**src/rtl/gpio_mmio_ctrl_pkg.sv**
```systemverilog
`default_nettype none
// ============================================================================
// Module      : gpio_pkg
// Description : Register map of the memory-mapped GPIO controller.
//               Offsets are word indices taken from addr[5:2].
// Revision    : 1.0 - initial release
// ============================================================================
package gpio_pkg;

  // Word offset inside the 64-byte register window
  typedef logic [3:0] offset_t;

  // Size of the register window in bytes; the window is aligned to this
  localparam int unsigned WINDOW_BYTES = 64;

  // Word offsets (byte offset >> 2)
  localparam offset_t OFF_DATA_OUT   = 4'h0;  // 0x00 rw
  localparam offset_t OFF_DIR        = 4'h1;  // 0x04 rw, 1 = output
  localparam offset_t OFF_DATA_IN    = 4'h2;  // 0x08 ro, synchronised pads
  localparam offset_t OFF_IRQ_EN     = 4'h3;  // 0x0C rw
  localparam offset_t OFF_IRQ_EDGE   = 4'h4;  // 0x10 rw, 1 = rising
  localparam offset_t OFF_IRQ_STATUS = 4'h5;  // 0x14 write-one-to-clear

endpackage : gpio_pkg
`default_nettype wire

```
**src/rtl/gpio_mmio_ctrl_if.sv**
```systemverilog
`default_nettype none
// ============================================================================
// Module      : gpio_mmio_ctrl_if
// Description : Data-memory bus between the core and the GPIO controller.
//               One-cycle we/re strobes, registered rdata with rvalid pulse.
// Revision    : 1.0 - initial release
// ============================================================================
interface gpio_mmio_ctrl_if #(
  parameter int BIT_WIDTH = 32
);

  logic [BIT_WIDTH-1:0] addr;
  logic [BIT_WIDTH-1:0] wdata;
  logic                 we;
  logic                 re;
  logic [BIT_WIDTH-1:0] rdata;
  logic                 rvalid;

  // Core side
  modport master (
    output addr,
    output wdata,
    output we,
    output re,
    input  rdata,
    input  rvalid
  );

  // Peripheral side
  modport slave (
    input  addr,
    input  wdata,
    input  we,
    input  re,
    output rdata,
    output rvalid
  );

endinterface : gpio_mmio_ctrl_if
`default_nettype wire

```
**src/rtl/gpio_mmio_ctrl_sync_edge.sv**
```systemverilog
`default_nettype none
// ============================================================================
// Module      : gpio_sync_edge
// Description : Two-flop synchroniser for asynchronous pad inputs followed
//               by a history register; produces per-pin rise/fall events.
// Revision    : 1.0 - initial release
// ============================================================================
module gpio_sync_edge #(
  parameter int GPIO_WIDTH = 9
) (
  input  logic                  clk,
  input  logic                  rst,      // asynchronous, active low
  input  logic [GPIO_WIDTH-1:0] gpio_in,
  output logic [GPIO_WIDTH-1:0] sync2,
  output logic [GPIO_WIDTH-1:0] rise,
  output logic [GPIO_WIDTH-1:0] fall
);

  logic [GPIO_WIDTH-1:0] r_sync1;
  logic [GPIO_WIDTH-1:0] r_sync2;
  logic [GPIO_WIDTH-1:0] r_prev;

  // Metastability chain plus one cycle of history for edge detection
  always_ff @(posedge clk or negedge rst) begin
    if (!rst) begin
      r_sync1 <= '0;
      r_sync2 <= '0;
      r_prev  <= '0;
    end else begin
      r_sync1 <= gpio_in;
      r_sync2 <= r_sync1;
      r_prev  <= r_sync2;
    end
  end

  assign sync2 = r_sync2;
  assign rise  = r_sync2 & ~r_prev;
  assign fall  = ~r_sync2 & r_prev;

endmodule : gpio_sync_edge
`default_nettype wire

```
**src/rtl/gpio_mmio_ctrl.sv**
```systemverilog
`default_nettype none
// ============================================================================
// Module      : gpio_mmio_ctrl
// Description : Memory-mapped GPIO controller: per-pin direction, output
//               data, synchronised input sampling and per-pin edge
//               interrupts behind a 64-byte word-addressed window.
// Revision    : 1.0 - initial release
// ============================================================================
module gpio_mmio_ctrl
  import gpio_pkg::*;
#(
  parameter int                   BIT_WIDTH  = 32,
  parameter int                   GPIO_WIDTH = 9,
  parameter logic [BIT_WIDTH-1:0] BASE_ADDR  = 32'h1001_0000
) (
  input  logic                  clk,
  input  logic                  rst,       // asynchronous, active low
  gpio_mmio_ctrl_if.slave       bus,
  input  logic [GPIO_WIDTH-1:0] gpio_in,
  output logic [GPIO_WIDTH-1:0] gpio_out,
  output logic [GPIO_WIDTH-1:0] gpio_oe,
  output logic                  irq
);

  // Register file
  logic [GPIO_WIDTH-1:0] r_data_out;
  logic [GPIO_WIDTH-1:0] r_dir;
  logic [GPIO_WIDTH-1:0] r_irq_en;
  logic [GPIO_WIDTH-1:0] r_irq_edge;
  logic [GPIO_WIDTH-1:0] r_irq_status;

  // Read return path
  logic [BIT_WIDTH-1:0]  r_rdata;
  logic                  r_rvalid;

  // Decode and datapath wires
  logic                  w_sel;
  offset_t               w_off;
  logic                  w_wr;
  logic                  w_rd;
  logic [GPIO_WIDTH-1:0] w_wval;
  logic [GPIO_WIDTH-1:0] w_sync2;
  logic [GPIO_WIDTH-1:0] w_rise;
  logic [GPIO_WIDTH-1:0] w_fall;
  logic [GPIO_WIDTH-1:0] w_event;
  logic [GPIO_WIDTH-1:0] w_clr;
  logic [GPIO_WIDTH-1:0] w_rsel;
  logic [BIT_WIDTH-1:0]  w_rdata;

  // Byte lane bits and the upper write-data bits carry no information here
  logic unused_bus_bits;
  assign unused_bus_bits = ^{bus.addr[1:0], bus.wdata};

  // --------------------------------------------------------------------------
  // Pad input synchroniser and edge detector
  // --------------------------------------------------------------------------
  gpio_sync_edge #(
    .GPIO_WIDTH (GPIO_WIDTH)
  ) u_sync_edge (
    .clk     (clk),
    .rst     (rst),
    .gpio_in (gpio_in),
    .sync2   (w_sync2),
    .rise    (w_rise),
    .fall    (w_fall)
  );

  // --------------------------------------------------------------------------
  // Address decode: window match on the upper bits, word offset from [5:2]
  // --------------------------------------------------------------------------
  assign w_sel  = (bus.addr[BIT_WIDTH-1:6] == BASE_ADDR[BIT_WIDTH-1:6]);
  assign w_off  = offset_t'(bus.addr[5:2]);
  assign w_wr   = bus.we & w_sel;
  assign w_rd   = bus.re & w_sel;
  assign w_wval = bus.wdata[GPIO_WIDTH-1:0];

  // Only input pins capture events; IRQ_EDGE picks rising or falling per pin
  assign w_event = ~r_dir & ((r_irq_edge & w_rise) | (~r_irq_edge & w_fall));

  // Write-one-to-clear mask for the status register
  assign w_clr = (w_wr && (w_off == OFF_IRQ_STATUS)) ? w_wval : '0;

  // Configuration registers: written only on a selected, mapped offset
  always_ff @(posedge clk or negedge rst) begin
    if (!rst) begin
      r_data_out <= '0;
      r_dir      <= '0;
      r_irq_en   <= '0;
      r_irq_edge <= '0;
    end else if (w_wr) begin
      case (w_off)
        OFF_DATA_OUT: r_data_out <= w_wval;
        OFF_DIR:      r_dir      <= w_wval;
        OFF_IRQ_EN:   r_irq_en   <= w_wval;
        OFF_IRQ_EDGE: r_irq_edge <= w_wval;
        default:      ;
      endcase
    end
  end

  // Sticky status: a new event overrides a same-cycle clear on that bit
  always_ff @(posedge clk or negedge rst) begin
    if (!rst) begin
      r_irq_status <= '0;
    end else begin
      r_irq_status <= (r_irq_status & ~w_clr) | w_event;
    end
  end

  // --------------------------------------------------------------------------
  // Read path; registers are sampled before any same-cycle write lands
  // --------------------------------------------------------------------------

  // Select the register addressed by the current offset
  always_comb begin
    w_rsel = '0;
    case (w_off)
      OFF_DATA_OUT:   w_rsel = r_data_out;
      OFF_DIR:        w_rsel = r_dir;
      OFF_DATA_IN:    w_rsel = w_sync2;
      OFF_IRQ_EN:     w_rsel = r_irq_en;
      OFF_IRQ_EDGE:   w_rsel = r_irq_edge;
      OFF_IRQ_STATUS: w_rsel = r_irq_status;
      default:        w_rsel = '0;
    endcase
  end

  // Zero-extend the pin-wide value onto the bus width
  always_comb begin
    w_rdata                 = '0;
    w_rdata[GPIO_WIDTH-1:0] = w_rsel;
  end

  // Registered read data with a single-cycle valid pulse per selected read
  always_ff @(posedge clk or negedge rst) begin
    if (!rst) begin
      r_rdata  <= '0;
      r_rvalid <= 1'b0;
    end else begin
      r_rvalid <= w_rd;
      if (w_rd) begin
        r_rdata <= w_rdata;
      end
    end
  end

  assign bus.rdata  = r_rdata;
  assign bus.rvalid = r_rvalid;

  // --------------------------------------------------------------------------
  // Pad and interrupt outputs
  // --------------------------------------------------------------------------
  assign gpio_out = r_data_out;
  assign gpio_oe  = r_dir;
  assign irq      = |(r_irq_status & r_irq_en);

endmodule : gpio_mmio_ctrl
`default_nettype wire

```
**src/flat_wrapper.sv**
```systemverilog
// flat-port wrapper written by rule: the top's interface ports become plain ports
module gpio_mmio_ctrl_flat import gpio_pkg::*;
#(
  parameter int                   BIT_WIDTH  = 32,
  parameter int                   GPIO_WIDTH = 9,
  parameter logic [BIT_WIDTH-1:0] BASE_ADDR  = 32'h1001_0000
)
  (clk, rst, gpio_in, gpio_out, gpio_oe, irq, bus_addr, bus_wdata, bus_we, bus_re, bus_rdata, bus_rvalid);
  gpio_mmio_ctrl_if #(.BIT_WIDTH(BIT_WIDTH)) bus_i ();
  input  logic clk;
  input  logic rst;
  input  logic [GPIO_WIDTH-1:0] gpio_in;
  output logic [GPIO_WIDTH-1:0] gpio_out;
  output logic [GPIO_WIDTH-1:0] gpio_oe;
  output logic irq;
  input wire logic [$bits(bus_i.addr)-1:0] bus_addr;
  input wire logic [$bits(bus_i.wdata)-1:0] bus_wdata;
  input wire logic [$bits(bus_i.we)-1:0] bus_we;
  input wire logic [$bits(bus_i.re)-1:0] bus_re;
  output wire logic [$bits(bus_i.rdata)-1:0] bus_rdata;
  output wire logic [$bits(bus_i.rvalid)-1:0] bus_rvalid;
  assign bus_i.addr = bus_addr;
  assign bus_i.wdata = bus_wdata;
  assign bus_i.we = bus_we;
  assign bus_i.re = bus_re;
  assign bus_rdata = bus_i.rdata;
  assign bus_rvalid = bus_i.rvalid;
  gpio_mmio_ctrl #(.BIT_WIDTH(BIT_WIDTH), .GPIO_WIDTH(GPIO_WIDTH), .BASE_ADDR(BASE_ADDR)) u_core (.clk(clk), .rst(rst), .bus(bus_i), .gpio_in(gpio_in), .gpio_out(gpio_out), .gpio_oe(gpio_oe), .irq(irq));
endmodule
```
**config.mk**
```make
export PLATFORM = sky130hd
export DESIGN_NAME = gpio_mmio_ctrl_flat
export DESIGN_NICKNAME = d
export VERILOG_FILES = /design/src/rtl/gpio_mmio_ctrl_pkg.sv /design/src/rtl/gpio_mmio_ctrl_if.sv /design/src/rtl/gpio_mmio_ctrl_sync_edge.sv /design/src/rtl/gpio_mmio_ctrl.sv /design/src/flat_wrapper.sv
export SDC_FILE = /design/constraint.sdc
export NUM_CORES = 1
export LEC_CHECK = 0
export ABC_CLOCK_PERIOD_IN_PS = 1300
export CAP_MARGIN = 10
export CORE_MARGIN = 2
export CORE_UTILIZATION = 42
export DETAILED_ROUTE_END_ITERATION = 10
export GPL_TIMING_DRIVEN = 0
export PLACE_DENSITY = 0.86
export SLEW_MARGIN = 20
export SYNTH_ARGS = -nofsm -noshare
export SYNTH_HDL_FRONTEND = slang
export SYNTH_SLANG_ARGS = --single-unit
```
**constraint.sdc**
```tcl
create_clock -name clk -period 1.3 [get_ports clk]
set_input_delay 0.13 -clock clk [delete_from_list [all_inputs] [get_ports clk]]
set_output_delay 0.13 -clock clk [all_outputs]
set_load 0.05 [all_outputs]
```
* After elaboration in Yosys (flattened, before gate mapping) *
Cells that the tools add are included.

operators by class
  equality and inequality tests = 6
  muxes and demuxes = 2
  bitwise gates (word level) = 16
  reduce and logical (&&, ||, !) cells = 7

operators with widths
  operator                                         count
  bitwise AND 9 bit                                7
  case mux 9 bit (6 select lines)                  1
  inverter 9 bit                                   5
  == test 26 x 23 -> 1 bit, second input constant  1
  OR 9 bit                                         2
  two-way mux 9 bit                                1
  OR reduction 9 bit                               1
  == test 4 x 2 -> 1 bit, second input constant    2
  == test 4 x 3 -> 1 bit, second input constant    2
  AND reduction 2 bit                              4
  == test 4 x 1 -> 1 bit, second input constant    1
  zero test 4 bit                                  1
  bitwise AND 1 bit                                2
  logical AND 1 bit                                1

storage, ports and cells
  register bits after elaboration = 82
  input bits = 77
  word-level logic and storage cells = 41

* Logic depth before layout (Yosys ltp) *
  depth in word-level cells = 7
  mapped depth = 6

* By module *
A second synthesis with hierarchy kept.

unflattened totals
  cell total of the unflattened synthesis = 275
  area total of the unflattened synthesis = 3837.4 µm²

by module, submodules not included
  module          times used  cells an instance  area an instance (µm²)  seq. area each (µm²)
  gpio_mmio_ctrl  1           230                3004.1                  1376.3
  gpio_sync_edge  1           45                 833.3                   675.6

* Least setup slack after synthesis *
Ideal clock, no wire load.

  path type = input -> register
  from = in bus_addr[15]
  to = reg u_core.r_data_out[0], in the netlist u_core.gpio_out[0]
  data arrival time = 1681 ps
  data required time = 1175 ps
  setup slack = -506 ps
  stages = 4
  buffers on the path = 0
  path through = nor4b_4 -> nand4_4 -> nor4_4 -> mux2_4

between the ends
  cells in the longest elaborated chain, start to end = 3

ends and longest elaborated chain
  what                                  line                  RTL
  start: declaration                    flat_wrapper.sv:16    input wire logic [$bits(bus_i.addr)-1:0] bus_addr;
  == test 26 x 23 -> 1 bit              gpio_mmio_ctrl.sv:71  assign w_sel = (bus.addr[BIT_WIDTH-1:6] == BASE_ADDR[BIT_WIDTH-1:6]);
  bitwise AND 1 bit                     gpio_mmio_ctrl.sv:73  assign w_wr = bus.we & w_sel;
  AND reduction 2 bit (no source line)  -
  end signal: assignment                gpio_mmio_ctrl.sv:92  OFF_DATA_OUT: r_data_out <= w_wval;
  end: declaration                      gpio_mmio_ctrl.sv:26  logic [GPIO_WIDTH-1:0] r_data_out;

No other way between the ends.
A chain may end at the register's enable or synchronous reset.

* Worst setup path after layout *
  from = reg u_core.r_irq_en[3]
  to = out irq

between the ends
  cells in the longest elaborated chain, start to end = 2

ends and longest elaborated chain
  what                      line                   RTL
  start: declaration        gpio_mmio_ctrl.sv:28   logic [GPIO_WIDTH-1:0] r_irq_en;
  start signal: assignment  gpio_mmio_ctrl.sv:94   OFF_IRQ_EN: r_irq_en <= w_wval;
  bitwise AND 9 bit         gpio_mmio_ctrl.sv:155  assign irq = |(r_irq_status & r_irq_en);
  OR reduction 9 bit        gpio_mmio_ctrl.sv:155
  end: declaration          flat_wrapper.sv:15     output logic irq;

No other way between the ends.

==> flow_summary.toml <==
[run_status]
status = "complete, but fails checks"
violations = "setup timing"

[placed_design]
gp_congestion = 0.8963
dp_hpwl_um = 6655
pre_cts_ws_ps = -1530
port_buffers = 78

[sta]
layout_min_cycle_time_ps = 1708
hold_viol = 0
slew_headroom = 0.6601
hold_slack_ps = 170.2
fmax_mhz = 585.4
setup_slack_ps = -408.3
fin_crit_sh = 1.314
fin_skew_ps = 5.304
rsz0062_at_grt = "true"
finalSetupViolations = 46
slew_viol_final = 0
tightest_slew_ps = 508.3

[detailed_routing]
initialDrtViolationCount = 308
drcViolationCount = 0
dr.pass1.iters = 5
wirelength_um = 10590
ant_nets = 0
drt-vias-per-instance = 5.549
wl_per_cell_um = 18.82
vias = 3124

[final_layout]
drive_gt1_frac = 0.4889
antennaDiodeCount = 0
nets = 525
synthToLayoutAreaGrowth_pct = 43.88

[clock_tree]
cts_tree = "done"
clkTransAtPathRegs_ps = 80
clk-insertion-delay-late_ps = 360
ctsHtreeMaxLevel = 3
cts_root_buf = "clkbuf_8"
max-clock-path-buffers = 2
cts_made_buffers = 9
cts_sinks = 82

[critical_path]
crit_required_ps = 1170
slowest_stage = "dfrtp_1"
worstPathMaxFanout = 2
crit_family = "compound AO/OA/AOI/OAI gates"
slowest_delay_ps = 410
crit_path_end_kind = "output port"
crit_chain = "a22o_1 > a221oi_2 > nand3_2 > buf_8"
arrival_ps = 1580
path_class = "flip-flop to output port"
startpoint_type = "flip-flop"
path_buf_inv = 1

[synthesis]
synth_cell_types = 33
synth_top_family_by_area = "multiplexers"
ys_ff_latch = 82
synthAdderAreaFrac = 0
seq_area_frac_synth = 0.5215
synthMuxAreaShare = 0.1803
synth-simple-area-share = 0.1561
yosysWarningCount = 0
synth_compound_area_frac = 0.08649
syn_area_per_cell_um2 = 13.12
synthXorXnorAreaFrac = 0
syn_area_um2 = 3935
syn_inst = 300

[job]
cap_violations = 0

[floorplan]
chipHeight_um = 100.8
core_um2 = 9153
die_w_um = 100.8
rows = 35
start_util = 0.4299
die_area_um2 = 10160
io_pins = 129

[power_and_ir_drop]
p_leak_nw = 2.638
vdd_ir_drop_max_uv = 476.5
powerDensity_nw_per_um2 = 903.7
switching_share = 0.2575
power_frac_comb = 0.133
p_clk_frac = 0.357
p_sw_mw = 1.318
p_int_mw = 3.799
power_frac_seq = 0.511

[global_routing]
first_global_vias = 3166
antenna_found_initial = 0
grt_pass1_wl_um = 16710
gr-usage-all-layers = 0.2174
grt_max_degree = 50
overflow = 0

[min_path]
hold_class = "input port to flip-flop"
[cell usage after synthesis (all sizes together)]
cell    instances  area (um2)
a21oi           9       45.04
a221oi          1       8.760
a222oi          4       40.04
a22o            1       8.760
a22oi          11       82.58
a32oi           2       17.52
and3b           7       61.31
and4bb          1       12.51
buf            25       181.4
clkbuf          7       26.28
conb            1       3.750
dfrtp          82        2052
inv             2       7.510
mux2           60       709.4
nand2          11       41.29
nand3          11       60.06
nand4           3       33.78
nor2           10       37.54
nor2b           7       43.79
nor3            2       15.01
nor3b           8       60.06
nor4            5       106.4
nor4b           7       142.6
o21ai          14       70.07
o31ai           9       67.56
[per-stage QoR]
step	instances	total power, mW	TNS, ps	util	instance area (um2)
floorplan	322	3.001	-19020	-	4110
global placement	511	3.270	-284670	0.5496	5030
detailed placement	512	3.294	-69120	0.5528	5060
CTS	555	5.114	-4612	0.6129	5609
global route	563	5.313	-8099	0.6186	5662
finish	563	5.117	-6327	0.6186	5662
[timing repair]
action                     in CTS  in global routing
setup buffers                  27                  8
resized for setup             254                 30
hold buffers                    1                  0
pin swaps                      21                  7
setup endpoints to repair      83                 63
hold endpoints to repair       33                  0
[layout make-up]
cell class,instances,area [um2]
Sequential cell,82,2052
Multi-Input combinational cell,206,1958
Tap cell,111,138.9
Timing Repair Buffer,115,1047
Inverter,2,7.507
Clock buffer,10,137.6
Fill cell,651,3491
Buffer,32,265.3
Clock inverter,5,55.05
[cells by family after synthesis]
family,Yosys count
flops,82
simple gates,72
mux,60
compound gates,51
other cells,1
buf+inv,34
[registers in the layout (all words and copies together), names as in the netlist]
signal,flops
u_core.r_irq_status,9
u_core.bus.rvalid,1
u_core.gpio_oe,9
u_core.r_irq_edge,9
u_core.u_sync_edge.r_sync1,9
u_core.u_sync_edge.r_prev,9
u_core.gpio_out,9
u_core.bus.rdata,9
u_core.r_irq_en,9
u_core.u_sync_edge.sync2,9
[layer usage]
metal	wire, um	global-route usage
met1	4038	0.2735
met5	0	0
met4	248	0.09168
met3	1048	0.06935
met2	5256	0.3462
[final timing paths]
path	start	endpoint	slack, ps	cells past startpoint
setup reg to reg	u_core.r_irq_en[3]$_DFFE_PN0P_	u_core.bus.rdata[3]$_DFFE_PN0P_	-190	6
setup / recovery	u_core.r_irq_en[3]$_DFFE_PN0P_	irq	-410	4
min in group asynchronous	rst	u_core.gpio_oe[8]$_DFFE_PN0P_	270	2
hold reg to reg	u_core.u_sync_edge.r_sync1[6]$_DFF_PN0_	u_core.u_sync_edge.sync2[6]$_DFF_PN0_	350	0
hold / removal	bus_addr[29]	u_core.bus.rvalid$_DFF_PN0_	170	5
max in group asynchronous	rst	u_core.gpio_oe[0]$_DFFE_PN0P_	450	3
[power by group through the flow]
stage / logic (mW) / registers, mW / clock network, mW
5_1_grt: 0.721 / 2.62 / 1.97
6_report: 0.678 / 2.61 / 1.83
4_1_cts: 0.663 / 2.61 / 1.84
3_5_place_dp: 0.628 / 2.67 / 0
2_1_floorplan: 0.342 / 2.66 / 0
3_3_place_gp: 0.605 / 2.66 / 0
[cell usage in the layout (no fill, tap or decap), types with 3 or more instances in the layout]
cell	instances
nand3_1	9
dfrtp_1	82
a222oi_1	4
o21ai_1	10
nor2_1	8
clkbuf_2	5
a21oi_1	9
nand2_1	11
nor4b_4	7
mux2_2	18
a22oi_1	10
mux2_4	42
o21ai_0	4
buf_4	46
clkdlybuf4s15_1	3
clkdlybuf4s50_1	20
clkbuf_8	14
buf_8	3
nor2b_1	7
nor3b_1	6
nor4_4	5
and3b_1	7
buf_6	20
o31ai_1	9
conb_1	23
buf_2	23
clkdlybuf4s15_2	15
[worst reg2reg max path, stage by stage, from the launching register on]
cell and delay, ps:
dfrtp_1 410, buf_4 140, buf_4 130, and3b_1 150
o21ai_0 200, nand2_1 90, mux2_2 270
Power figures use the tool's default switching activity.
